[src/rtl/main_ctrl_pkg.sv]
// Shared constants for the multicycle MIPS main control unit: state encoding,
// opcodes, alu_op codes and datapath select values.
// Optional feature macro: MAIN_CTRL_ADDI_EN (compiles in the addi path).
package main_ctrl_pkg;

    // Fixed state encoding; the value is exported on the debug state port.
    typedef enum logic [3:0] {
        StFetch    = 4'd0,
        StDecode   = 4'd1,
        StMemAddr  = 4'd2,
        StMemRead  = 4'd3,
        StMemWb    = 4'd4,
        StMemWrite = 4'd5,
        StExecute  = 4'd6,
        StRWb      = 4'd7,
        StBranch   = 4'd8,
        StJump     = 4'd9,
        StAddiEx   = 4'd10,
        StAddiWb   = 4'd11,
        StReset    = 4'd15
    } state_e;

    // Opcodes (instr[31:26])
    localparam logic [5:0] OpRType = 6'b000000;
    localparam logic [5:0] OpLw    = 6'b100011;
    localparam logic [5:0] OpSw    = 6'b101011;
    localparam logic [5:0] OpBeq   = 6'b000100;
    localparam logic [5:0] OpJ     = 6'b000010;
    localparam logic [5:0] OpAddi  = 6'b001000;

    // alu_op codes consumed by alu_control_block; bit 2 is always 0.
    localparam logic [2:0] AluOpAdd   = 3'b000;
    localparam logic [2:0] AluOpSub   = 3'b001;
    localparam logic [2:0] AluOpRType = 3'b010;

    // alu_src_b selects
    localparam logic [1:0] AluSrcBReg    = 2'b00;
    localparam logic [1:0] AluSrcBFour   = 2'b01;
    localparam logic [1:0] AluSrcBImm    = 2'b10;
    localparam logic [1:0] AluSrcBImmSh2 = 2'b11;

    // pc_source selects
    localparam logic [1:0] PcSrcAlu    = 2'b00;
    localparam logic [1:0] PcSrcAluOut = 2'b01;
    localparam logic [1:0] PcSrcJump   = 2'b10;

    // True when DECODE can dispatch the opcode to an execution path.
    function automatic logic is_supported_op(input logic [5:0] op);
        logic ok;
        ok = (op == OpRType) || (op == OpLw) || (op == OpSw) ||
             (op == OpBeq) || (op == OpJ);
`ifdef MAIN_CTRL_ADDI_EN
        ok = ok || (op == OpAddi);
`endif
        return ok;
    endfunction

endpackage

[src/rtl/main_ctrl_decode.sv]
// Combinational output decoder: maps the current state (and mem_ready, which
// qualifies the FETCH loads) to every datapath control signal.
// Optional feature macro: MAIN_CTRL_ADDI_EN (decodes the addi states).
module main_ctrl_decode
    import main_ctrl_pkg::*;
(
    input  state_e     i_state,
    input  logic       i_mem_ready,
    output logic [2:0] o_alu_op,
    output logic       o_alu_src_a,
    output logic [1:0] o_alu_src_b,
    output logic       o_pc_write,
    output logic       o_pc_write_cond,
    output logic [1:0] o_pc_source,
    output logic       o_i_or_d,
    output logic       o_mem_read,
    output logic       o_mem_write,
    output logic       o_ir_write,
    output logic       o_reg_dst,
    output logic       o_mem_to_reg,
    output logic       o_reg_write
);

    // Per-state control decode; everything defaults to 0 so RESET and unused
    // encodings drive an idle datapath.
    always_comb begin
        o_alu_op        = AluOpAdd;
        o_alu_src_a     = 1'b0;
        o_alu_src_b     = AluSrcBReg;
        o_pc_write      = 1'b0;
        o_pc_write_cond = 1'b0;
        o_pc_source     = PcSrcAlu;
        o_i_or_d        = 1'b0;
        o_mem_read      = 1'b0;
        o_mem_write     = 1'b0;
        o_ir_write      = 1'b0;
        o_reg_dst       = 1'b0;
        o_mem_to_reg    = 1'b0;
        o_reg_write     = 1'b0;
        case (i_state)
            StFetch: begin
                o_mem_read  = 1'b1;
                o_alu_src_b = AluSrcBFour;
                // IR and PC load only on the cycle the fetch completes
                o_ir_write  = i_mem_ready;
                o_pc_write  = i_mem_ready;
            end
            StDecode: begin
                o_alu_src_b = AluSrcBImmSh2;
            end
            StMemAddr: begin
                o_alu_src_a = 1'b1;
                o_alu_src_b = AluSrcBImm;
            end
            StMemRead: begin
                o_mem_read = 1'b1;
                o_i_or_d   = 1'b1;
            end
            StMemWb: begin
                o_mem_to_reg = 1'b1;
                o_reg_write  = 1'b1;
            end
            StMemWrite: begin
                o_mem_write = 1'b1;
                o_i_or_d    = 1'b1;
            end
            StExecute: begin
                o_alu_src_a = 1'b1;
                o_alu_op    = AluOpRType;
            end
            StRWb: begin
                o_reg_dst   = 1'b1;
                o_reg_write = 1'b1;
            end
            StBranch: begin
                o_alu_src_a     = 1'b1;
                o_alu_op        = AluOpSub;
                o_pc_write_cond = 1'b1;
                o_pc_source     = PcSrcAluOut;
            end
            StJump: begin
                o_pc_write  = 1'b1;
                o_pc_source = PcSrcJump;
            end
`ifdef MAIN_CTRL_ADDI_EN
            StAddiEx: begin
                o_alu_src_a = 1'b1;
                o_alu_src_b = AluSrcBImm;
            end
            StAddiWb: begin
                o_reg_write = 1'b1;
            end
`endif
            default: begin
            end
        endcase
    end

endmodule

[src/rtl/main_control_fsm.sv]
// Multicycle MIPS main control unit: state register plus next-state logic;
// control outputs come from main_ctrl_decode.
// Optional feature macro: MAIN_CTRL_ADDI_EN (addi path; otherwise addi is illegal).
module main_control_fsm
    import main_ctrl_pkg::*;
(
    input  logic       clk,
    input  logic       rst,
    input  logic [5:0] i_opcode,
    input  logic       i_mem_ready,
    output logic [2:0] o_alu_op,
    output logic       o_alu_src_a,
    output logic [1:0] o_alu_src_b,
    output logic       o_pc_write,
    output logic       o_pc_write_cond,
    output logic [1:0] o_pc_source,
    output logic       o_i_or_d,
    output logic       o_mem_read,
    output logic       o_mem_write,
    output logic       o_ir_write,
    output logic       o_reg_dst,
    output logic       o_mem_to_reg,
    output logic       o_reg_write,
    output logic       o_illegal_op,
    output logic [3:0] o_state
);

    state_e r_state;
    state_e w_state_d;
    logic   w_illegal;

    // State register; reset forces RESET immediately so all outputs drop at once.
    always_ff @(posedge clk or posedge rst) begin
        if (rst) begin
            r_state <= StReset;
        end else begin
            r_state <= w_state_d;
        end
    end

    // Next-state sequencing and the illegal-opcode pulse.
    always_comb begin
        w_state_d = r_state;
        w_illegal = 1'b0;
        case (r_state)
            StFetch: begin
                if (i_mem_ready) begin
                    w_state_d = StDecode;
                end
            end
            StDecode: begin
                if (!is_supported_op(i_opcode)) begin
                    w_state_d = StFetch;
                    w_illegal = 1'b1;
                end else if (i_opcode == OpRType) begin
                    w_state_d = StExecute;
                end else if ((i_opcode == OpLw) || (i_opcode == OpSw)) begin
                    w_state_d = StMemAddr;
                end else if (i_opcode == OpBeq) begin
                    w_state_d = StBranch;
                end else if (i_opcode == OpJ) begin
                    w_state_d = StJump;
                end else begin
                    w_state_d = StAddiEx;
                end
            end
            // IR is only loaded in FETCH, so the opcode is still valid here
            StMemAddr: begin
                w_state_d = (i_opcode == OpSw) ? StMemWrite : StMemRead;
            end
            StMemRead: begin
                if (i_mem_ready) begin
                    w_state_d = StMemWb;
                end
            end
            StMemWrite: begin
                if (i_mem_ready) begin
                    w_state_d = StFetch;
                end
            end
            StExecute: begin
                w_state_d = StRWb;
            end
`ifdef MAIN_CTRL_ADDI_EN
            StAddiEx: begin
                w_state_d = StAddiWb;
            end
`endif
            // RESET, single-cycle tail states and unused encodings
            default: begin
                w_state_d = StFetch;
            end
        endcase
    end

    main_ctrl_decode u_decode (
        .i_state         (r_state),
        .i_mem_ready     (i_mem_ready),
        .o_alu_op        (o_alu_op),
        .o_alu_src_a     (o_alu_src_a),
        .o_alu_src_b     (o_alu_src_b),
        .o_pc_write      (o_pc_write),
        .o_pc_write_cond (o_pc_write_cond),
        .o_pc_source     (o_pc_source),
        .o_i_or_d        (o_i_or_d),
        .o_mem_read      (o_mem_read),
        .o_mem_write     (o_mem_write),
        .o_ir_write      (o_ir_write),
        .o_reg_dst       (o_reg_dst),
        .o_mem_to_reg    (o_mem_to_reg),
        .o_reg_write     (o_reg_write)
    );

    assign o_illegal_op = w_illegal;
    assign o_state      = r_state;

endmodule

[config.mk]
export PLATFORM = sky130hd
export DESIGN_NAME = main_control_fsm
export DESIGN_NICKNAME = d
export VERILOG_FILES = /design/src/rtl/main_ctrl_pkg.sv /design/src/rtl/main_ctrl_decode.sv /design/src/rtl/main_control_fsm.sv
export SDC_FILE = /design/constraint.sdc
export NUM_CORES = 1
export LEC_CHECK = 0
export ABC_AREA = 1
export CAP_MARGIN = 20
export CORE_MARGIN = 8
export CORE_UTILIZATION = 39
export CTS_BUF_LIST = sky130_fd_sc_hd__clkbuf_8
export DETAILED_ROUTE_END_ITERATION = 6
export GPL_ROUTABILITY_DRIVEN = 0
export PLACE_DENSITY = 0.8
export SYNTH_ARGS = -nofsm -noshare
export SYNTH_HDL_FRONTEND = slang
export SYNTH_HIERARCHICAL = 1
export SYNTH_SLANG_ARGS = --single-unit
[constraint.sdc]
create_clock -name clk -period 1.5 [get_ports clk]
set_input_delay 0.3 -clock clk [delete_from_list [all_inputs] [get_ports clk]]
set_output_delay 0.3 -clock clk [all_outputs]
set_load 0.005 [all_outputs]
==> reports/qor.csv, run 1 <==
metric,value,unit
outcome,finished with violations,
violated checks,negative setup slack,
routed wire length,4.00,mm
syn_nets,115,
WP data arrival,1.41,ns
Pwr Density,1620,nW/um2
Antenna Cells,0,
clock sinks,4,
number of flip-flops in the largest register,4,
"Slowest-stage cell, CP",dfstp_2,
cells after synthesis,106,
CP most frequent cell,buf_4,
RSZ-0062 raised after global routing,yes,
CP cell instances,buf_4 -> buf_4 -> inv_4 -> nand2_4 -> nor2_4 -> nand2_2 -> nor2_1 -> buf_2,
worst path required time,1.20,ns
Rows,14,
"FF+latch count, synth",4,
fin area,1380,um2
share of cells above drive strength 1,0.657,
Total GRT Usage,0.202,
initial core utilization,0.399,
TritonCTS clock tree,done,
mapped cell area,573,um2
Fmax achieved,586,MHz
Root Driver,clkbuf_8,
post-synth cell types,19,
fill cell count,40,
Final Util,0.959,
CTS max path bufs,2,
Post-synth EDFFs,0,
DR WL/cell,20.9,um
post-route ant nets,0,
nature of the critical path startpoint,flip-flop,
final worst slack,-0.206,ns
Synth area leaders,"nand2_1 20%, dfstp_2 18%, inv_1 12%",
setup violators final,21,
Reg2Reg Depth,8,
crit path max fanout,3,
ys flop type,dfstp_2,
nets,186,
Overall Power,0.00223,W
largest net degree at the start of global routing,6,
hold_buf cts,0,
kind of end point of the critical path,output port,
RR Startpoint,o_state[3],
Worst Setup SP,o_state[3],
first-pass GRT wire length,4.39,mm
total CTS buffers,3,
Worst-Skew Late Latency,0.23,ns
Yosys top cell area share,0.197,
grt ovf,0,
htree depth,1,
synthesized area per cell,5.41,um2
Pleak,0.762,nW
register area share after synthesis,0.183,
# DRC,0,
Ports,31,
total core area,1440,um2
router iterations before antenna repair,4,
vias in the first global route,1007,
post-synthesis to final-layout area growth,140,%
Synth area leader,nand2_1,
routed vias/inst,5.70,
clock slew at the register clock pins of the worst setup and hold paths,0.04,ns
CP Class,reg -> out,
max-capacitance violation count,0,
Vias,1088,
Tcrit/Tclk final,1.14,
Iteration-0 DRC Markers,48,
placed inst area,1010,um2
PortBufs,29,
Final min period,1.71,ns
Die Y-Extent,54.3,um
clock skew,0.0123,ns
Ys Warns,6,
crit-path max cell delay,0.55,ns
die area,2950,um2
Setup TNS Final,-2.65,ns
Synth async-reset ratio,1.00,
"Slew Viols, Final",0,
Die Wd,54.3,um
hold crit path type,in -> async,
"Hold Vio Cnt, Final",0,
Max VDD drop,0.00130,V
initial antenna violation count,0,
dpl hpwl,1.64,mm
## final timing paths
path	end	slack, ns
worst max register to register	o_state[1]	-0.09
min in group clk	o_state[3]	0.62
max in group asynchronous	o_state[3]	0.96
worst min register to register	o_state[3]	0.77
worst max-delay path	o_illegal_op	-0.21
worst min-delay path	o_state[0]	0.51
## timing repair
action	4_1_cts	5_1_grt
buffers inserted	17	5
gates resized for setup	112	47
pin swaps	6	13
endpoints found under the setup margin	21	20
## where the power goes
group,internal (W),switching (W)
Combinational,0.000831,0.000931
Clock,0.000172,0.0000684
Sequential,0.000166,0.0000576
Total,0.00117,0.00106
## cell families (layout without fill, tap and decap cells)
family | count (synthesis) | in the layout | share of synthesized area
buffers and inverters | 26 | 95 | 0.190
DFF | 4 | 4 | 0.183
AOI/OAI and AO/OA | 5 | 5 | 0.0502
and+or+nand+nor | 70 | 70 | 0.570
other | 1 | 1 | 0.00654
## layout make-up
type                    instances  area [um2]  share of cell area
well taps                      16        20.0              0.0145
repair buffers                 69         603               0.438
inverters                      23         104              0.0754
multi-input cells              76         504               0.366
flip-flops and latches          4         105              0.0763
clock buffers                   3        41.3              0.0300
## cells in the mapped netlist, types with 2 or more instances
cell     instances
nor2_4           2
nand2_2          3
inv_1           18
dfstp_2          4
inv_2            4
buf_4            3
nor2_1          17
nand2_1         30
nand4_1          3
nand3_1          8
nor2_2           3
a21oi_1          3
nor3_1           2
## critical path, delay by kind of cell, from the launching register on
kind	cells	cell delay, ns
buffers and inverters	4	0.41
and+or+nand+nor	4	0.23
DFF	1	0.55
## stage by stage
step	cells	worst slack, ns	hold WS (ns)
3_3_place_gp	168	-0.565	0.662
5_1_grt	191	-0.260	0.521
2_1_floorplan	106	0.177	0.255
3_5_place_dp	168	-0.612	0.663
6_report	191	-0.206	0.507
4_1_cts	187	-0.169	0.504
## cells in the final DEF (no fill, tap or decap), types with 3 or more instances in the layout
cell type	n
buf_2	9
buf_4	24
buf_6	24
clkbuf_8	3
dfstp_2	4
dlygate4sd2_1	6
inv_1	11
inv_2	5
inv_4	5
nand2_1	20
nand2_2	7
nand2_4	6
nand3_1	6
nand3_2	3
nand4_1	3
nor2_1	6
nor2_2	10
nor2_4	6
## layer usage
metal / GRT usage / routed length (um)
met1: 0.178 / 1270
met2: 0.401 / 1920
met3: 0.0598 / 491
met4: 0.0943 / 310
met5: 0 / 0
(Power assumes the default switching activity.)
==> run 2: changes to the inputs <==
- ABC_AREA: 1 -> 0
- CORE_UTILIZATION: 39 -> 40
- PLACE_DENSITY: 0.8 -> unset
- PLACE_DENSITY_LB_ADDON: unset -> 0.05
==> run 2 against run 1 <==
Effect of this change: the flow now stops in clock tree synthesis; synthesized cell count is 25% lower; area after synthesis is 0.87% higher.
==> reports/qor.csv, run 2 <==
metric,value,unit,change
largest family of logic cells by synthesized area,simple AND/OR/NAND/NOR gates,,unchanged
Post-synth top cells,"8 x nor2_1, 7 x nand2b_1, 7 x nor3_1",,"was 30 x nand2_1, 18 x inv_1, 17 x nor2_1"
mux contribution to synthesized area,0.0368,,was 0
Ports,31,,unchanged
register area share after synthesis,0.182,,was 0.183
Post-Synth XOR/XNOR Area,0.0606,,was 0
synthesized area per cell,7.32,um2,was 5.41 um2
initial core utilization,0.433,,was 0.399
PortBufs,29,,unchanged
leading cell type by number of instances after synthesis,nor2_1,,was nand2_1
simple-gate portion of the synthesized area,0.439,,was 0.570
pre-CTS setup slack,-0.887,ns,was -0.612 ns
cells after synthesis,79,,was 106
post-synth cell types,34,,was 19
outcome,stopped before the end,,was finished with violations
"FF+latch count, synth",4,,unchanged
syn_nets,88,,was 115
ys flop type,dfstp_2,,unchanged
CTS max path bufs,2,,unchanged
Synth area leaders,"dfstp_2 18%, nand2b_1 7.6%, buf_4 6.5%",,"was nand2_1 20%, dfstp_2 18%, inv_1 12%"
mapped cell area,578,um2,was 573 um2
Ys Warns,6,,unchanged
htree depth,1,,unchanged
dpl hpwl,1.55,mm,was 1.64 mm
Synth Area in Adders,0,,unchanged
setup bufs post-CTS,24,,was 17
compound-cell area share of the yosys netlist,0.149,,was 0.0502
Synth async-reset ratio,1.00,,unchanged
Post-synth EDFFs,0,,unchanged
Stopped at,clock tree synthesis,,
Die Y-Extent,54.0,um,was 54.3 um
Die Wd,54.0,um,was 54.3 um
hold_buf cts,0,,unchanged
Synth area leader,dfstp_2,,was nand2_1
total CTS buffers,3,,unchanged
clock sinks,4,,unchanged
Root Driver,clkbuf_8,,unchanged
Rows,13,,was 14
Log Error,[ERROR DPL-0033] detailed placement checks failed during check placement.,,
Yosys top cell area share,0.182,,was 0.197
post-cts resize count,138,,was 112
-- run 2: cells by family after synthesis --
logic type | Yosys count
simple gates | 42
mux | 2
compound gates | 14
flops | 4
other cells | 1
buf+inv | 12
xor+xnor | 4
-- run 2: metrics by stage --
step | cell area (um2) | setup TNS, ns | instances | util
floorplan | 584 | 0 | 79 | -
global placement | 1030 | -6.92 | 140 | 0.769
detailed placement | 1030 | -7.37 | 140 | 0.769
==> run 3: changes to the inputs <==
- CORE_AREA: unset -> 8 8 69 71
- CORE_MARGIN: 8 -> unset
- CORE_UTILIZATION: 40 -> unset
- CTS_BUF_LIST: sky130_fd_sc_hd__clkbuf_8 -> unset
- DIE_AREA: unset -> 0 0 77 79
- PLACE_DENSITY_LB_ADDON: 0.05 -> 0.15
==> run 3 against run 2 <==
Effect of this change: the flow now finishes, with violations (negative setup slack); area after synthesis stayed put; synthesized cell count stayed put.
==> reports/qor.csv, run 3 <==
metric,value,unit,change
outcome,finished with violations,,was stopped before the end
violated checks,negative setup slack,,
Overall Power,0.00258,W,
die area,6080,um2,
CP Class,reg -> out,,
Synth async-reset ratio,1.00,,unchanged
nets,166,,
"Hold Vio Cnt, Final",0,,
Antenna Cells,0,,
Synth area leaders,"dfstp_2 18%, nand2b_1 7.6%, buf_4 6.5%",,unchanged
nature of the critical path startpoint,flip-flop,,
RR Startpoint,o_state[2],,
total CTS buffers,3,,unchanged
switching share of power,0.377,,
WP depth,3,,
most frequent cells in the layout,"29 x buf_6, 29 x buf_4, 17 x buf_2",,
post-synthesis to final-layout area growth,159,%,
grt ovf,0,,
setup violators final,17,,
Worst-Skew Late Latency,0.21,ns,
cells after synthesis,79,,unchanged
Post-synth top cells,"8 x nor2_1, 7 x nand2b_1, 7 x nor3_1",,unchanged
largest net degree at the start of global routing,10,,
router iterations before antenna repair,4,,
PortBufs,29,,unchanged
Vias,875,,
Yosys top cell area share,0.182,,unchanged
htree depth,1,,unchanged
Total GRT Usage,0.0790,,
Iteration-0 DRC Markers,7,,
Max VDD drop,0.000537,V,
CP cell instances,or3b_4 -> a21oi_2 -> buf_2,,
Fmax achieved,583,MHz,
CTS max path bufs,2,,unchanged
vias in the first global route,918,,
power share of the clock group,0.085,,
syn_nets,88,,unchanged
initial antenna violation count,0,,
Combinational Power Share,0.823,,
synthesized area per cell,7.32,um2,unchanged
post-route ant nets,0,,
register area share after synthesis,0.182,,unchanged
Post-synth EDFFs,0,,unchanged
dpl hpwl,1.71,mm,was 1.55 mm
total core area,3800,um2,
NetSw,0.000974,W,
Rows,23,,was 13
TritonCTS clock tree,done,,
Die Y-Extent,79,um,was 54.0 um
"FF+latch count, synth",4,,unchanged
Pwr Density,1720,nW/um2,
max-capacitance violation count,0,,
Synth area leader,dfstp_2,,unchanged
# DRC,0,,
crit path max fanout,5,,
reg2reg setup slack,0.06,ns,
share of cells above drive strength 1,0.768,,
RSZ-0062 raised after global routing,yes,,
Critical Path Sink,o_alu_src_a,,
Ys Warns,6,,unchanged
"Slew Viols, Final",0,,
Die Wd,77,um,was 54.0 um
Pleak,0.709,nW,
Worst Setup SP,o_state[3],,
kind of end point of the critical path,output port,,
clock skew,0.00256,ns,
post-synth cell types,34,,unchanged
worst path required time,1.20,ns,
crit-path max cell delay,0.57,ns,
clock sinks,4,,unchanged
Final Util,0.395,,
hold_buf cts,0,,unchanged
Pint,0.00161,W,
leading cell type by number of instances after synthesis,nor2_1,,unchanged
DR WL/cell,12.8,um,
crit-path leading delay family,flip-flops,,
hold crit path type,in -> async,,
Crit Reg-Reg Endpoint,o_state[0],,
number of flip-flops in the largest register,4,,
Reg2Reg Depth,7,,
routed vias/inst,4.27,,
Ports,31,,unchanged
Tcrit/Tclk final,1.14,,
initial core utilization,0.152,,was 0.433
WP data arrival,1.41,ns,
clock slew at the register clock pins of the worst setup and hold paths,0.03,ns,
"Slowest-stage cell, CP",dfstp_2,,
crit path buf inv count,1,,
Final min period,1.71,ns,
routed wire length,2.63,mm,
Root Driver,clkbuf_8,,unchanged
ys flop type,dfstp_2,,unchanged
final worst slack,-0.214,ns,
first-pass GRT wire length,4.03,mm,
mapped cell area,578,um2,unchanged
power share of the sequential group,0.092,,
-- run 3: cell counts after synthesis --
Identical to the previous run, type by type.
-- run 3: repair_timing --
action / CTS / global route
gates resized for setup: 135 / 27
pin swaps: 14 / 13
buffers inserted: 24 / 7
endpoints found under the setup margin: 25 / 22
-- run 3: through the flow --
| stage | setup WS (ns) | setup TNS (ns) | hold WS [ns] | area [um2] | std cells |
|---|---|---|---|---|---|
| after floorplan | 0.00473 | 0 | 0.255 | 584 | 79 |
| after global placement | -0.864 | -7.40 | 0.675 | 1070 | 173 |
| after detailed placement | -0.888 | -7.64 | 0.677 | 1070 | 173 |
| after CTS | -0.242 | -2.47 | 0.469 | 1370 | 200 |
| after global routing | -0.280 | -3.49 | 0.496 | 1500 | 205 |
| final | -0.214 | -2.41 | 0.471 | 1500 | 205 |
-- run 3: power groups by stage --
stage | logic, W | clock network, W | registers [W]
2_1_floorplan | 0.000677 | 0 | 0.000230
3_3_place_gp | 0.00142 | 0 | 0.000259
3_5_place_dp | 0.00142 | 0 | 0.000260
4_1_cts | 0.00191 | 0.000227 | 0.000237
5_1_grt | 0.00228 | 0.000240 | 0.000248
6_report | 0.00213 | 0.000218 | 0.000239
-- run 3: layer usage --
layer  wire length, um  GRT usage  vias to the layer above
met5                 0          0                        -
met4                 0     0.0340                        0
met3               151     0.0260                        0
met2              1400      0.140                       32
met1              1080     0.0844                      413
li1                  -          -                      430
-- run 3: how the worst min path moves through the flow --
stage                     startpoint    endpoint  slack [ns]
after floorplan                  rst  o_state[0]        0.26
after global placement    o_state[0]  o_state[2]        0.67
after detailed placement  o_state[0]  o_state[3]        0.68
after CTS                        rst  o_state[0]        0.47
after global routing             rst  o_state[3]        0.50
final                            rst  o_state[0]        0.47
-- run 3: layout make-up --
| cell class | count | area [um2] |
|---|---|---|
| Sequential cell | 4 | 105 |
| Timing Repair Buffer | 82 | 707 |
| Fill cell | 420 | 2300 |
| Tap cell | 50 | 62.6 |
| Inverter | 3 | 11.3 |
| Clock buffer | 3 | 41.3 |
| Multi-Input combinational cell | 63 | 572 |
-- run 3: cell families (layout without fill, tap and decap cells) --
kind of cell,after synthesis,in the layout,synth area share
XOR/XNOR,4,4,0.0606
buffers and inverters,12,88,0.126
flip-flops,4,4,0.182
multiplexers,2,2,0.0368
other,1,1,0.00649
AND/OR/NAND/NOR,42,42,0.439
AO/OA/AOI/OAI,14,14,0.149
==> run 4: changes to the inputs <==
- CAP_MARGIN: 20 -> 25
==> results of run 4 <==
No change in the layout: final DEF, timing and power equal those of run 3.
